==> config.mk <==
export PLATFORM = sky130hd
export DESIGN_NAME = fetch_decode_unit
export DESIGN_NICKNAME = d
export VERILOG_FILES = /design/src/rtl/cpu_pkg.sv /design/src/rtl/fd_watchdog.sv /design/src/rtl/fetch_decode_unit.sv
export SDC_FILE = /design/constraint.sdc
export NUM_CORES = 1
export LEC_CHECK = 0
export ABC_AREA = 1
export CORE_ASPECT_RATIO = 1.5
export CORE_UTILIZATION = 40
export DETAILED_ROUTE_END_ITERATION = 16
export PLACE_DENSITY = 0.72
export SLEW_MARGIN = 20
export SYNTH_ARGS = -nofsm -noshare
export SYNTH_HDL_FRONTEND = slang
export SYNTH_SLANG_ARGS = --single-unit
==> constraint.sdc <==
create_clock -name clk -period 1.5 [get_ports clk]
set_input_delay 0.45 -clock clk [delete_from_list [all_inputs] [get_ports clk]]
set_output_delay 0.45 -clock clk [all_outputs]
set_load 0.01 [all_outputs]
==> src/rtl/cpu_pkg.sv <==
// Shared opcode map, instruction field helpers and sequencer state encoding
// for the fetch/decode unit and its control-unit neighbour.
package cpu_pkg;

  localparam logic [3:0] OP_NOP  = 4'h0;
  localparam logic [3:0] OP_MOV  = 4'h1;
  localparam logic [3:0] OP_ADD  = 4'h2;
  localparam logic [3:0] OP_SUB  = 4'h3;
  localparam logic [3:0] OP_MVI  = 4'hC;
  localparam logic [3:0] OP_RSV  = 4'hD;
  localparam logic [3:0] OP_HALT = 4'hE;
  localparam logic [3:0] OP_JMP  = 4'hF;

  localparam logic [1:0] CU_DONE = 2'b11;

  typedef enum logic [2:0] {
    ST_IDLE,
    ST_FETCH,
    ST_LATCH,
    ST_EXEC,
    ST_DRAIN,
    ST_CLEAR,
    ST_HALT
  } fd_state_t;

  function automatic logic [3:0] ir_opcode(input logic [15:0] ir);
    return ir[15:12];
  endfunction

  function automatic logic [5:0] ir_dest(input logic [15:0] ir);
    return ir[11:6];
  endfunction

  function automatic logic [5:0] ir_src(input logic [15:0] ir);
    return ir[5:0];
  endfunction

endpackage

==> src/rtl/fd_watchdog.sv <==
// Execute-phase watchdog: counts enabled cycles since the last clear and
// flags the cycle in which the budget of TIMEOUT cycles is used up.
module fd_watchdog #(
  parameter int unsigned TIMEOUT = 8
) (
  input  logic clk,
  input  logic rst_n,
  input  logic clr,
  input  logic en,
  output logic expire
);

  localparam int unsigned CNT_W = $clog2(TIMEOUT + 1);

  logic [CNT_W-1:0] cnt_q, cnt_d;

  assign expire = en && (cnt_q == CNT_W'(TIMEOUT - 1));

  always_comb begin
    cnt_d = cnt_q;
    if (clr) begin
      cnt_d = '0;
    end else if (en) begin
      cnt_d = cnt_q + 1'b1;
    end
  end

  always_ff @(posedge clk or negedge rst_n) begin
    if (!rst_n) begin
      cnt_q <= '0;
    end else begin
      cnt_q <= cnt_d;
    end
  end

endmodule

==> src/rtl/fetch_decode_unit.sv <==
// Instruction sequencer in front of the CU: fetches ROM words, presents the
// decoded fields until the CU reports done, then clears the CU and advances.
module fetch_decode_unit
  import cpu_pkg::*;
#(
  parameter int unsigned PC_W     = 8,
  parameter int unsigned TIMEOUT  = 8,
  parameter int unsigned RESET_PC = 0
) (
  input  logic            clk,
  input  logic            rst_n,
  input  logic            run,
  output logic [PC_W-1:0] rom_addr,
  output logic            rom_read,
  input  logic [15:0]     rom_data,
  output logic [3:0]      opcode,
  output logic [5:0]      dest,
  output logic [5:0]      src,
  input  logic [1:0]      cu_state,
  output logic [PC_W-1:0] pc,
  output logic            busy,
  output logic            halted,
  output logic            timeout_err,
  output logic [15:0]     instr_count
);

  fd_state_t       state_q, state_d;
  logic [PC_W-1:0] pc_q, pc_d;
  logic [15:0]     ir_q, ir_d;
  logic            halted_q, halted_d;
  logic            timeout_err_q, timeout_err_d;
  logic [15:0]     instr_count_q, instr_count_d;
  logic            wd_clr, wd_en, wd_expire;

  fd_watchdog #(
    .TIMEOUT(TIMEOUT)
  ) u_watchdog (
    .clk   (clk),
    .rst_n (rst_n),
    .clr   (wd_clr),
    .en    (wd_en),
    .expire(wd_expire)
  );

  always_comb begin
    state_d       = state_q;
    pc_d          = pc_q;
    ir_d          = ir_q;
    halted_d      = halted_q;
    timeout_err_d = timeout_err_q;
    instr_count_d = instr_count_q;
    wd_clr        = 1'b0;
    wd_en         = 1'b0;

    unique case (state_q)
      ST_IDLE: begin
        if (run) state_d = ST_FETCH;
      end
      ST_FETCH: begin
        state_d = ST_LATCH;
      end
      ST_LATCH: begin
        ir_d = rom_data;
        unique case (ir_opcode(rom_data))
          OP_HALT: begin
            state_d  = ST_HALT;
            halted_d = 1'b1;
          end
          OP_JMP: begin
            pc_d    = rom_data[PC_W-1:0];
            state_d = run ? ST_FETCH : ST_IDLE;
          end
          // Reserved opcode is deliberately folded into NOP.
          OP_NOP, OP_RSV: begin
            pc_d    = pc_q + 1'b1;
            state_d = run ? ST_FETCH : ST_IDLE;
          end
          default: begin
            state_d = ST_EXEC;
            wd_clr  = 1'b1;
          end
        endcase
      end
      ST_EXEC: begin
        wd_en = 1'b1;
        // CU completion takes priority over a coincident watchdog expiry.
        if (cu_state == CU_DONE) begin
          state_d = ST_DRAIN;
        end else if (wd_expire) begin
          timeout_err_d = 1'b1;
          state_d       = ST_CLEAR;
        end
      end
      ST_DRAIN: begin
        state_d = ST_CLEAR;
      end
      ST_CLEAR: begin
        pc_d          = pc_q + 1'b1;
        instr_count_d = instr_count_q + 16'd1;
        state_d       = run ? ST_FETCH : ST_IDLE;
      end
      ST_HALT: begin
        state_d = ST_HALT;
      end
      default: begin
        state_d = ST_IDLE;
      end
    endcase
  end

  always_ff @(posedge clk or negedge rst_n) begin
    if (!rst_n) begin
      state_q       <= ST_IDLE;
      pc_q          <= PC_W'(RESET_PC);
      ir_q          <= '0;
      halted_q      <= 1'b0;
      timeout_err_q <= 1'b0;
      instr_count_q <= '0;
    end else begin
      state_q       <= state_d;
      pc_q          <= pc_d;
      ir_q          <= ir_d;
      halted_q      <= halted_d;
      timeout_err_q <= timeout_err_d;
      instr_count_q <= instr_count_d;
    end
  end

  // CU-facing fields are live only while the instruction is being executed.
  always_comb begin
    opcode = '0;
    dest   = '0;
    src    = '0;
    if (state_q == ST_EXEC || state_q == ST_DRAIN) begin
      opcode = ir_opcode(ir_q);
      dest   = ir_dest(ir_q);
      src    = ir_src(ir_q);
    end
  end

  assign rom_read    = (state_q == ST_FETCH);
  assign rom_addr    = pc_q;
  assign pc          = pc_q;
  assign busy        = (state_q != ST_IDLE) && (state_q != ST_HALT);
  assign halted      = halted_q;
  assign timeout_err = timeout_err_q;
  assign instr_count = instr_count_q;

endmodule

Word level (Yosys, flattened, before mapping)
Index checks and enable logic that the tools add are counted.
{"block": "word_totals", "ff_bits": 49, "out_inout_bits": 52, "inputBits": 21}
{"block": "classes", "addsub": 3, "bitwise": 1, "n_eq_ne": 15, "n_reduce_logical": 15, "muxes": 16}
{"op": "case mux 8 bit (2 select lines)", "count": 2}
{"op": "case mux 3 bit (7 select lines)", "count": 1}
{"op": "adder 16 x 1 -> 16 bit, second input constant", "count": 1}
{"op": "equality test 4 bit, second input constant", "count": 3}
{"op": "two-way mux 4 bit", "count": 3}
{"op": "two-way mux 6 bit", "count": 2}
{"op": "equality test 3 bit, second input constant", "count": 3}
{"op": "two-way mux 3 bit", "count": 3}
{"op": "adder 8 x 1 -> 8 bit, second input constant", "count": 1}
{"op": "equality test 3 x 2 -> 1 bit, second input constant", "count": 2}
{"op": "inequality test 3 bit, second input constant", "count": 2}
{"op": "case mux 3 bit (2 select lines)", "count": 1}
{"op": "AND reduction 2 bit", "count": 3}
{"op": "adder 4 x 1 -> 4 bit, second input constant", "count": 1}
{"op": "equality test 4 x 3 -> 1 bit, second input constant", "count": 1}
{"op": "zero test 4 bit", "count": 1}
{"op": "two-way mux 1 bit", "count": 4}
{"op": "nonzero test 2 bit", "count": 2}
{"op": "OR reduction 4 bit", "count": 1}
{"op": "equality test 3 x 1 -> 1 bit, second input constant", "count": 1}
{"op": "zero test 3 bit", "count": 1}
{"op": "inequality test 3 x 2 -> 1 bit, second input constant", "count": 1}
{"op": "AND reduction 3 bit", "count": 1}
{"op": "nonzero test 3 bit", "count": 1}
{"op": "7 further kinds", "count": 8}

Longest topological paths before layout
Gate-level depths: netlist (run 1).
{"block": "depth", "depth_word": 6, "depth_mapped": 8}

Modules after synthesis
From an unflattened synthesis (run 1), not the netlist that was laid out.
{"block": "unflattened", "hier_cells": 363, "hier_area_um2": 2703.8}
{"module": "fetch_decode_unit", "instances": 1, "area_per_inst_um2": 2498.6, "cells_per_inst": 338}
{"module": "fd_watchdog", "instances": 1, "area_per_inst_um2": 205.2, "cells_per_inst": 25}

Worst setup path before layout (run 1)
Ideal clock, no wire load.
{"block": "synth_path", "path_kind": "register to output", "startpoint": "register state_q[2]", "endpoint": "output port dest[0]", "t_required_ns": 1.050, "path_buffers": 1, "path_slack_ns": -0.186, "stages_incl_launch_ff": 7, "arrival_ns": 1.236, "path_cell_list": "dfrtp_1 inv_1 nand3_2 o21ai_1 inv_2 buf_2 nor2_1"}
{"block": "synth_between", "elab_chain_len": 3, "elab_cells_between_ends": 4}
{"item": "from (decl)", "line_no": "fetch_decode_unit.sv:27", "rtl": "fd_state_t state_q, state_d;"}
{"item": "from (signal assigned)", "line_no": "fetch_decode_unit.sv:120", "rtl": "state_q <= state_d;"}
{"item": "equality test 3 x 2 -> 1 bit / equality test 3 bit (equally long branches)", "line_no": "fetch_decode_unit.sv:134", "rtl": "if (state_q == ST_EXEC || state_q == ST_DRAIN) begin"}
{"item": "logical OR 1 bit (*)", "line_no": "fetch_decode_unit.sv:134"}
{"item": "two-way mux 6 bit (*)", "line_no": "fetch_decode_unit.sv:134"}
{"item": "to (decl)", "line_no": "fetch_decode_unit.sv:17", "rtl": "output logic [5:0] dest,"}
Every way passes the cells marked *; elsewhere a longest branch is shown, timed or not.

Final worst setup path (run 1)
{"block": "layout_path", "startpoint": "register state_q[1]", "endpoint": "output port dest[5]"}
The elaborated chain is that of the path after synthesis.

==> flow_metrics.tcl, run 1 <==
set metrics [dict create \
    antenna_found_initial 1 \
    ios 73 \
    worst_setup_path_end_kind "primary output" \
    dieArea_mm2 0.00713 \
    synthCells 371 \
    htreeDepth 2 \
    slew_headroom_pct 76.6 \
    holdCritPathClass "in2async" \
    grt_pass1_wl_um 11800 \
    stdcell_area_mm2 0.00424 \
    crit_path_start_kind "register" \
    fin_worst_skew_ns 0.00845 \
    placed_cell_area_mm2 0.00391 \
    overflow 0 \
    synthTopCellsByCount "nand2_1 (119), inv_1 (57), dfrtp_1 (49), nor2_1 (41), nand3_1 (23)" \
    yosys.area.top_type "dfrtp_1" \
    clockRootBuffer "clkbuf_8" \
    synth_most_common_cell "nand2_1" \
    synth.distinct_cells 26 \
    avgViaCountPerCell 4.74 \
    finalCritPeriodShare_pct 129 \
    ys.flop_type "dfrtp_1" \
    crit_fanout 5 \
    fin_crit_ns 1.94 \
    hpwlAfterDp_um 5310 \
    firstDrtPassIters 5 \
    clk_latency_ns 0.31 \
    final_util_pct 64.9 \
    path_clk_slew_ns 0.10 \
    final_max_slew_viol_count 0 \
    layout.nets 521 \
    drc 0 \
    wl_per_cell_um 12.6 \
    track_usage_pct 20.9 \
    async_flop_share_pct 100 \
    finalWeightedCongestion 0.908 \
    setup_ws_ns -0.439 \
    cts_buffers 5 \
    area_growth_syn_to_layout_pct 56.0 \
    crit_type "reg2out" \
    status "finished, violations left" \
    start_util_pct 41.6 \
    finalHoldViolCount 0 \
    ant_nets 0 \
    tightest_slew_ns 0.352 \
    avgSynthCellArea_um2 7.32 \
    violations "negative setup slack" \
    routed_wl_um 7260 \
    irDropWorstVdd_mv 0.870 \
    core_mm2 0.00653 \
    cts_hold_buf 0 \
    grt_max_degree 28 \
    io_buffer_count 72 \
    die_w_um 69.3 \
    p_leak_nw 2.22 \
    numPlacedInstances 552 \
    fmax_ghz 0.516 \
    rsz0062_at_grt "yes" \
    die_h_um 103 \
    synth-edff-count 0 \
    synth-seq-cells 49 \
    layout.cells.non_filler 575 \
    ys_top_cells_by_area "dfrtp_1 (45%), nand2_1 (16%), inv_1 (7.9%)" \
    drt_iter0_drc 130 \
    synthesis.nets 395 \
    clockBufferDepth 2 \
    drive_gt1_share_pct 28.1 \
    drv_cap 0 \
    rows 36 \
    cts_tree "yes" \
    finalSetupViolations 26 \
    num_vias 2725 \
    fillers 539 \
    cp.arrival_ns 1.49 \
    power_density_mw_per_mm2 1700 \
    synth_top_area_share_pct 45.1 \
    yosysWarnings 0 \
    synthesis.area_mm2 0.00272 \
    clock_sinks 49 \
    yosysSeqAreaShare_pct 45.1 \
    grt_pass1_vias 2636 \
    cp.required_ns 1.05 \
]
## report_power, final
group | switching (mW) | internal [mW] | leakage (nW)
combinational | 2.16 | 1.90 | 1.53
sequential | 0.254 | 1.77 | 0.619
clock | 0.464 | 0.663 | 0.0681
## what timing repair did
action | in CTS | in global routing
pin swaps | 5 | 23
setup endpoints to repair | 62 | 39
cloned | 1 | 0
setup buffers | 13 | 8
gates resized for setup | 140 | 38
## sequential cells by signal, indices dropped and copies added, names as in the netlist
register / flops
instr_count: 16
ir_q: 16
pc: 8
u_watchdog.cnt_q: 4
state_q: 3
halted: 1
timeout_err: 1
## metal layers
| layer | GRT usage (%) | wire length [µm] |
|---|---|---|
| met4 | 7.85 | 140 |
| met5 | 0 | 0 |
| met1 | 22.8 | 2850 |
| met2 | 40.6 | 4090 |
| met3 | 3.03 | 179 |
## placed cells by master, fill, tap and decap left out, types with 2 or more instances in the layout
| master | instances |
|---|---|
| buf_2 | 7 |
| buf_4 | 47 |
| buf_6 | 23 |
| bufinv_16 | 2 |
| clkbuf_8 | 5 |
| clkdlybuf4s15_1 | 3 |
| clkdlybuf4s50_1 | 15 |
| dfrtp_1 | 47 |
| dfrtp_2 | 2 |
| dlygate4sd2_1 | 35 |
| ha_1 | 2 |
| inv_1 | 51 |
| inv_2 | 8 |
| nand2_1 | 114 |
| nand2_2 | 6 |
| nand3_1 | 17 |
| nand3_2 | 6 |
| nand3_4 | 3 |
| nand3b_1 | 4 |
| nand4_1 | 7 |
| nor2_1 | 21 |
| nor2_2 | 8 |
| nor2_4 | 15 |
| o211ai_1 | 3 |
| o21ai_0 | 19 |
| o21ai_1 | 3 |
| xnor2_1 | 5 |
| xor2_1 | 8 |
## path summary, 6_finish.rpt
path	depth (start not counted)	slack, ns	start	end
max	7	-0.44	state_q[1]	dest[5]
min	2	0.12	rst_n	instr_count[15]
max reg2reg	9	-0.09	state_q[1]	instr_count[0]
min reg2reg	2	0.47	timeout_err	timeout_err
max in group asynchronous	2	1.07	rst_n	state_q[0]
min in group clk	2	0.47	timeout_err	timeout_err
## cell families after synthesis
kind of cell / synth area share (%)
xor+xnor: 4.19
simple gates: 31.9
fa+ha+maj: 1.38
flops: 45.1
buf+inv: 11.5
compound gates: 5.90
## worst max-delay path, stage by stage (launching register included)
cell and delay, ns:
dfrtp_2 0.44, inv_2 0.08, nand2_2 0.06, o21ai_2 0.14, inv_2 0.09, buf_6 0.15
nor2_1 0.09, buf_2 0.13
## per-stage QoR
stage | hold WS (ns) | TNS (ns) | setup WS [ns] | power (mW)
finish | 0.119 | -7.51 | -0.439 | 7.21
global route | 0.140 | -9.63 | -0.508 | 7.73
floorplan | 0.154 | -0.202 | -0.0202 | 4.10
global placement | 0.457 | -11.91 | -0.466 | 5.71
detailed placement | 0.461 | -12.51 | -0.526 | 5.81
CTS | 0.128 | -7.32 | -0.479 | 7.16
## final cells by class
type,count,area [µm²],share of cell area (%)
Timing Repair Buffer,132,1170,27.6
Sequential cell,49,1230,29.0
Inverter,61,235,5.55
Antenna cell,1,2.50,0.0590
Clock inverter,3,65.1,1.54
Tap cell,76,95.1,2.24
Multi-Input combinational cell,248,1370,32.4
Clock buffer,5,68.8,1.62
Power figures use the tool's default switching activity.
==> run 2: changes to the inputs <==
--- a/config.mk
+++ b/config.mk
@@ -9,7 +9,7 @@
 export CORE_ASPECT_RATIO = 1.5
 export CORE_UTILIZATION = 40
 export DETAILED_ROUTE_END_ITERATION = 16
-export PLACE_DENSITY = 0.72
+export PLACE_DENSITY = 0.68
 export SLEW_MARGIN = 20
 export SYNTH_ARGS = -nofsm -noshare
 export SYNTH_HDL_FRONTEND = slang
==> constraint.sdc (replaced) <==
create_clock -name clk -period 2 [get_ports clk]
set_input_delay 0.6 -clock clk [delete_from_list [all_inputs] [get_ports clk]]
set_output_delay 0.6 -clock clk [all_outputs]
set_load 0.01 [all_outputs]
==> flow_metrics.tcl, run 2 (same netlist as run 1, synthesis figures left out) <==
set metrics [dict create \
    status "finished, violations left" \
    violations "negative setup slack" \
    grt_pass1_wl_um 10900 \
    finalSetupViolations 16 \
    layout.nets 491 \
    crit_type "reg2out" \
    fin_worst_skew_ns 0.00360 \
    p_leak_nw 1.92 \
    antenna_cells 0 \
    dieArea_mm2 0.00713 \
    setup_ws_ns -0.233 \
    r2r_start "state_q[2]" \
    antenna_found_initial 0 \
    crit_path_start_kind "register" \
    start_util_pct 41.6 \
    slew_headroom_pct 78.7 \
    avgViaCountPerCell 4.73 \
    ant_nets 0 \
    drv_cap 0 \
    worst_setup_path_end_kind "primary output" \
    max_stage_delay_ns 0.41 \
    clockBufferDepth 2 \
    htreeDepth 2 \
    fin_crit_ns 2.23 \
    final_util_pct 57.9 \
    core_mm2 0.00653 \
    die_h_um 103 \
    power_density_mw_per_mm2 1260 \
    regToRegSetupSlack_ns 0.40 \
    cts_buffers 5 \
    mostFrequentLayoutCell "nand2_1" \
    firstDrtPassIters 4 \
    num_vias 2574 \
    routed_wl_um 6440 \
    finalWeightedCongestion 0.816 \
    io_buffer_count 72 \
    finalCritPeriodShare_pct 112 \
    clock_sinks 49 \
    numPlacedInstances 524 \
    irDropWorstVdd_mv 0.614 \
    fmax_ghz 0.448 \
    drc 0 \
    rsz0062_at_grt "yes" \
    overflow 0 \
    wl_per_cell_um 11.8 \
    drt_iter0_drc 174 \
    final_cell_mix "nand2_1 (117), inv_1 (55), clkdlybuf4s50_1 (53), dfrtp_1 (46), nor2_1 (33)" \
    die_w_um 69.3 \
    crit_fanout 4 \
    cp.required_ns 1.40 \
    final_max_slew_viol_count 0 \
    cts_tree "yes" \
    dp_slack_ns -0.190 \
    crit_top_cell "buf_6" \
    finalHoldViolCount 0 \
    hpwlAfterDp_um 4600 \
    layout.cells.non_filler 544 \
    clockRootBuffer "clkbuf_8" \
    cp.arrival_ns 1.63 \
    critPathLaunch "state_q[1]" \
    crit_chain "inv_2 > nand2_4 > o21ai_4 > clkinvlp_4 > buf_6 > buf_6 > nor2_1 > buf_2" \
    drive_gt1_share_pct 17.9 \
    rows 36 \
    grt_max_degree 50 \
    grt_pass1_vias 2441 \
    ios 73 \
    holdCritPathClass "in2async" \
    path_clk_slew_ns 0.09 \
    slowest_stage "dfrtp_1" \
    tightest_slew_ns 0.317 \
    clk_latency_ns 0.30 \
    area_growth_syn_to_layout_pct 39.2 \
    track_usage_pct 18.8 \
    fillers 606 \
    power_mw 4.75 \
]
-- run 2: cell count changes in the layout (fill, tap and decap cells not counted), moves of 6 or more --
cell,before,now
buf_2,7,17
nor2_1,21,33
dlygate4sd2_1,35,0
buf_6,23,7
clkdlybuf4s50_1,15,53
nor2_4,15,3
buf_4,47,22
nand3_1,17,23
-- run 2: path summary, 6_finish.rpt --
path / to / cells past startpoint
hold reg to reg: timeout_err / 2
min in group clk: timeout_err / 2
hold / removal: pc[2] / 2
max in group asynchronous: pc[3] / 2
setup / recovery: opcode[3] / 8
setup reg to reg: state_q[0] / 9
-- run 2: repair_timing --
action,4_1_cts,5_1_grt
buffers inserted,13,3
hold buffers,0,0
cloned,1,0
pin swaps,6,10
gates resized for setup,84,20
endpoints found under the setup margin,19,21
-- run 2: worst max-delay path, delay by kind of cell, from the launching register on --
| family | cells | cell delay [ns] |
|---|---|---|
| buffers and inverters | 5 | 0.62 |
| AO/OA/AOI/OAI | 1 | 0.17 |
| AND/OR/NAND/NOR | 2 | 0.13 |
| flip-flops | 1 | 0.41 |
-- run 2: final cells by class --
cell class / count / area, µm² / share of cell area [%]
multi-input combinational: 248 / 1250 / 33.0
clock buffer: 6 / 72.6 / 1.92
clock inverter: 2 / 10.0 / 0.265
sequential: 49 / 1230 / 32.5
tap: 76 / 95.1 / 2.51
inverter: 61 / 234 / 6.19
timing repair buffer: 101 / 885 / 23.4
timing repair inverter: 1 / 7.51 / 0.199
-- run 2: per-layer routing --
metal,global-route usage (%),wire [µm],vias to the layer above
met5,0,0,-
li1,-,-,1322
met4,5.97,88,0
met2,34.3,3330,51
met3,2.83,170,7
met1,22.8,2850,1194
-- run 2: through the flow --
step                      hold WS (ns)  cell area [µm²]  setup TNS [ns]
after floorplan                  0.304             2720               0
after global placement           0.454             3590           -1.07
after detailed placement         0.450             3590           -2.26
after CTS                        0.276             3730           -2.16
after global routing             0.293             3780           -3.30
final                            0.261             3780           -1.87
-- run 2: where the power goes --
group | switching (mW) | total [mW] | internal, mW
registers | 0.279 | 1.61 | 1.33
clock network | 0.332 | 0.575 | 0.243
logic | 1.33 | 2.56 | 1.24
total | 1.94 | 4.75 | 2.81
